==> src/rtl/ser_pkg.sv <==
// Shared types and sizing helpers for the q byte serializer.
// Build option: define SER_PARITY_EN to append an even-parity bit to each frame.
package ser_pkg;

    typedef enum logic {
        IDLE  = 1'b0,
        SHIFT = 1'b1
    } state_t;

`ifdef SER_PARITY_EN
    localparam int PARITY_BITS = 1;
`else
    localparam int PARITY_BITS = 0;
`endif

    function automatic int frame_bits(input int width);
        return width + PARITY_BITS;
    endfunction

    // Counter wide enough to hold the value n itself.
    function automatic int cnt_width(input int n);
        return $clog2(n + 1);
    endfunction

endpackage

==> src/rtl/q_byte_serializer_bit_timer.sv <==
// Bit-period divider: tc marks the last clk cycle of each serial bit.
// Cleared while idle so every frame starts on a fresh bit period.
module q_byte_serializer_bit_timer
    import ser_pkg::*;
#(
    parameter int CLKS_PER_BIT = 1
) (
    input  logic clk,
    input  logic rst,
    input  logic clear,
    input  logic en,
    output logic tc
);

    localparam int TW = cnt_width(CLKS_PER_BIT);

    logic [TW-1:0] count;

    assign tc = en && (count == TW'(CLKS_PER_BIT - 1));

    always_ff @(posedge clk or posedge rst) begin
        if (rst) begin
            count <= '0;
        end else if (clear) begin
            count <= '0;
        end else if (en) begin
            count <= tc ? '0 : count + TW'(1);
        end
    end

endmodule

==> src/rtl/q_byte_serializer.sv <==
// Parallel-to-serial stage behind ar_m with a one-word holding register.
// Build option: SER_PARITY_EN adds an even-parity bit after the data bits.
module q_byte_serializer
    import ser_pkg::*;
#(
    parameter int WIDTH        = 8,
    parameter int CLKS_PER_BIT = 1,
    parameter bit MSB_FIRST    = 1'b1
) (
    input  logic             clk,
    input  logic             rst,
    input  logic [WIDTH-1:0] din,
    input  logic             din_valid,
    output logic             din_ready,
    output logic             sdo,
    output logic             sdo_valid,
    output logic             busy,
    output logic             done
);

    localparam int FRAME_BITS = frame_bits(WIDTH);
    localparam int BIW        = cnt_width(FRAME_BITS);

    state_t state_q;
    state_t state_d;

    logic [WIDTH-1:0]      hold;
    logic                  hold_full;
    logic [FRAME_BITS-1:0] shreg;
    logic [FRAME_BITS-1:0] load_word;
    logic [FRAME_BITS-1:0] shifted;
    logic [BIW-1:0]        bit_idx;
    logic                  accept;
    logic                  load;
    logic                  advance;
    logic                  last;
    logic                  tc;
    logic                  out_bit;

    assign accept = din_valid && din_ready;

`ifdef SER_PARITY_EN
    logic parity;
    assign parity    = ^hold;
    assign load_word = MSB_FIRST ? {hold, parity} : {parity, hold};
`else
    assign load_word = hold;
`endif

    // The outgoing bit always sits at the end the shifter moves toward.
    assign shifted = MSB_FIRST ? {shreg[FRAME_BITS-2:0], 1'b0}
                               : {1'b0, shreg[FRAME_BITS-1:1]};
    assign out_bit = MSB_FIRST ? shreg[FRAME_BITS-1] : shreg[0];

    q_byte_serializer_bit_timer #(
        .CLKS_PER_BIT(CLKS_PER_BIT)
    ) u_timer (
        .clk  (clk),
        .rst  (rst),
        .clear(state_q == IDLE),
        .en   (state_q == SHIFT),
        .tc   (tc)
    );

    always_ff @(posedge clk or posedge rst) begin
        if (rst) begin
            state_q <= IDLE;
        end else begin
            state_q <= state_d;
        end
    end

    always_comb begin
        state_d = state_q;
        load    = 1'b0;
        advance = 1'b0;
        last    = 1'b0;
        unique case (state_q)
            IDLE: begin
                if (hold_full) begin
                    load    = 1'b1;
                    state_d = SHIFT;
                end
            end
            SHIFT: begin
                if (tc) begin
                    if (bit_idx == BIW'(FRAME_BITS - 1)) begin
                        last = 1'b1;
                        if (hold_full) begin
                            load = 1'b1;
                        end else begin
                            state_d = IDLE;
                        end
                    end else begin
                        advance = 1'b1;
                    end
                end
            end
        endcase
    end

    always_ff @(posedge clk or posedge rst) begin
        if (rst) begin
            hold      <= '0;
            hold_full <= 1'b0;
            din_ready <= 1'b1;
        end else begin
            if (accept) begin
                hold      <= din;
                hold_full <= 1'b1;
            end else if (load) begin
                hold_full <= 1'b0;
            end
            // Lags hold_full by one cycle after a load, drops at once on accept.
            din_ready <= accept ? 1'b0 : !hold_full;
        end
    end

    always_ff @(posedge clk or posedge rst) begin
        if (rst) begin
            shreg   <= '0;
            bit_idx <= '0;
        end else if (load) begin
            shreg   <= load_word;
            bit_idx <= '0;
        end else if (advance) begin
            shreg   <= shifted;
            bit_idx <= bit_idx + BIW'(1);
        end
    end

    assign sdo_valid = (state_q == SHIFT);
    assign sdo       = sdo_valid && out_bit;
    assign busy      = sdo_valid || hold_full;
    assign done      = last;

endmodule

==> config.mk <==
export PLATFORM = sky130hd
export DESIGN_NAME = q_byte_serializer
export DESIGN_NICKNAME = d
export VERILOG_FILES = /design/src/rtl/ser_pkg.sv /design/src/rtl/q_byte_serializer_bit_timer.sv /design/src/rtl/q_byte_serializer.sv
export SDC_FILE = /design/constraint.sdc
export NUM_CORES = 1
export LEC_CHECK = 0
export CAP_MARGIN = 40
export CORE_AREA = 5 5 59 48
export DETAILED_ROUTE_END_ITERATION = 16
export DIE_AREA = 0 0 64 53
export HOLD_SLACK_MARGIN = 0.15
export MAX_ROUTING_LAYER = met4
export PLACE_DENSITY = 0.76
export REMOVE_ABC_BUFFERS = 1
export SKIP_CTS_REPAIR_TIMING = 1
export SYNTH_ARGS = -nofsm -noshare
export SYNTH_HDL_FRONTEND = slang
export SYNTH_SLANG_ARGS = --single-unit
==> constraint.sdc <==
create_clock -name clk -period 2.6 [get_ports clk]
set_input_delay 0.39 -clock clk [delete_from_list [all_inputs] [get_ports clk]]
set_output_delay 0.39 -clock clk [all_outputs]
set_load 0.1 [all_outputs]
==> results.ini <==
[outcome]
status = finished clean

[drt]
routed_wl_um = 2230
via_count = 850
viasPerCell = 5.986
wl_per_cell_um = 15.70
drcViolationCount = 0
drt_pre_antenna_iters = 4
drtAntennaViolNets = 0
drt_iter0_markers = 54

[global_route]
grt_pass1_wl_um = 3898
first_global_vias = 842
grt_usage_pct = 15.02
antenna_found_initial = 0
grt_start_max_net_pins = 25
globalRoute.totalOverflow = 0

[power_and_ir_drop]
p_sw_share_pct = 39.86
comb_power_share_pct = 39.4
sequentialPowerShare_pct = 46.4
switching_power_mw = 0.5529
power.total_mw = 1.387
p_leak_nw = 0.5499
internal_power_mw = 0.8344
ir_worst_vdd_mv = 0.7851
power.density_nw_per_um2 = 1066
clkPwrFrac_pct = 14.3

[setup_path]
reg2reg_to = bit_idx[3]
crit_fanout = 15
r2r_cells = 3
worstSetupPathType = register to output port
crit_end = done
critPathCaptureType = output port
crit_required_ns = 2.21
start_kind = register
crit_arrival_ns = 1.83
r2r_slack_ns = 0.82
cp-startpoint = sdo_valid
reg2reg_from = sdo_valid

[placed_design]
gp_congestion = 0.7957
port_buffers = 15
hpwl_um = 1575
place_inst = 138

[sta]
finalHoldViolCount = 0
maxSlewHeadroom_pct = 66.49
finClkSkew_ns = 0.005088
fmax_ghz = 0.4495
post-route-min-period_ns = 2.225
tightestPinTransition_ns = 0.5016
holdWs_ns = 0.3885
setup_viol = 0
slew_viol_final = 0
period_share_pct = 85.57
rsz0062_at_grt = false

[floorplanning]
core-area_um2 = 2196
die-area_um2 = 3392
rows = 15
start_util_pct = 51.11
die_x_um = 64
die_h_um = 53
num_io_pins = 16

[logic_synthesis]
synthAdderAreaFrac_pct = 1.115
synthSimpleGateAreaFrac_pct = 12.37
synthMuxAreaShare_pct = 8.919
synth_area_leaders = dfrtp_1 (51%), mux2_2 (8.0%), o21ai_0 (5.4%)
synth_compound_gate_area_share_pct = 18.51
yosysTopAreaCell = dfrtp_1
syn_avg_cell_area_um2 = 10.79
synth_top_family_by_area = compound AO/OA/AOI/OAI gates
yosys.area.top_type_share_pct = 51.28
yosysSeqAreaShare_pct = 53.62
netlist_instances = 104
synth_warnings = 0
ys_seq_elements = 24
synth_area_um2 = 1122
synth_xor_area_share_pct = 0.7804
yosys.cell_types.count = 30

[clocking]
cts_tree = yes
clock-sinks = 24
clkLatencyLatePin_ns = 0.32
cts_made_buffers = 3
cts.path.max_buffers = 2
root_buffer = clkbuf_4
cts_max_level = 1
clk_pin_slew_ns = 0.13

[cells_and_area]
layout.cells.non_filler = 142
num-fill-cells = 195
syn_to_final_growth_pct = 15.94
utilization_pct = 59.26
drive_above_1_share_pct = 17.95
final_cell_mix = dfrtp_1 (23), o21ai_0 (12), clkdlybuf4s50_1 (10)
fin_nets = 130
final_common_cell = dfrtp_1
antenna_cells = 0

[min_path]
hp-class = input pin to asynchronous set/reset pin

[flow_run]
cap_violations = 0

-- through the flow --
stage | TNS, ns | instance area (µm²) | worst slack, ns
2_1_floorplan | -0.6082 | 1089 | -0.6082
3_3_place_gp | 0 | 1265 | 0.8599
3_5_place_dp | 0 | 1265 | 0.7835
4_1_cts | 0 | 1301 | 0.3911
5_1_grt | 0 | 1301 | 0.2136
6_report | 0 | 1301 | 0.3751
-- Yosys cell counts, drive strengths merged --
cell and number:
a32o 1, conb 1, a211oi 7, nor2 1, o21ai 13, buf 2, xnor2 1, mux2i 1
a31oi 7, dfstp 1, inv 4, nor2b 1, and4bb 1, nand3b 1, nand2 3, nand4bb 1
o31ai 1, a21oi 5, mux2 8, ha 1, and3b 1, nand3 9, nand2b 2, clkbuf 5
and2 1, dfrtp 23, or4 1, or3 1
-- critical path, stage by stage, from the launching register on --
cell and delay [ns]:
dfrtp_1 0.66, nand2b_1 0.36, nor2_1 0.18, buf_4 0.31
-- how the worst min path moves through the flow --
stage | start | to | depth (start not counted)
after floorplan | rst | bit_idx[0] | 1
after CTS | rst | hold[3] | 3
after global routing | rst | hold[3] | 3
after global placement | hold_full | din_ready | 1
after detailed placement | hold_full | din_ready | 1
final | rst | shreg[6] | 3
-- kinds of logic (layout without fill, tap and decap cells) --
family                     count (synthesis)  after routing
AOI/OAI and AO/OA                         34             34
DFF                                       24             24
and+or+nand+nor                           23             23
buffers and inverters                     11             24
muxes                                      9              9
adders and majority gates                  1              1
other                                      1              1
xor gates and xnor gates                   1              1
-- final cells by class --
type                    instances  area [µm²]  share of cell area [%]
clock buffers                   4       36.28                   2.788
repair buffers                 16       145.1                   11.15
flip-flops and latches         24       601.8                   46.25
multi-input cells              69       471.7                   36.25
well taps                      25       31.28                   2.404
inverters                       4       15.01                   1.154
-- power groups by stage --
stage / logic (mW) / clock network [mW] / registers [mW]
after floorplan: 0.377 / 0 / 0.677
after global placement: 0.525 / 0 / 0.641
after detailed placement: 0.548 / 0 / 0.653
after CTS: 0.550 / 0.207 / 0.644
after global routing: 0.603 / 0.221 / 0.668
final: 0.546 / 0.198 / 0.643
-- flip-flops by register name, summed over array words and instances, names as in the netlist --
register,flops
bit_idx,4
din_ready,1
hold,8
hold_full,1
sdo_valid,1
shreg,8
u_timer.count,1
-- layer usage --
metal	vias to the layer above	wire [µm]	track usage [%]
met3	5	136	4.459
met1	409	1036	18.10
li1	409	-	-
met4	0	29	4.152
met2	27	1027	24.75
met5	-	0	-
Note: power is estimated with default switching activity, not from simulation.
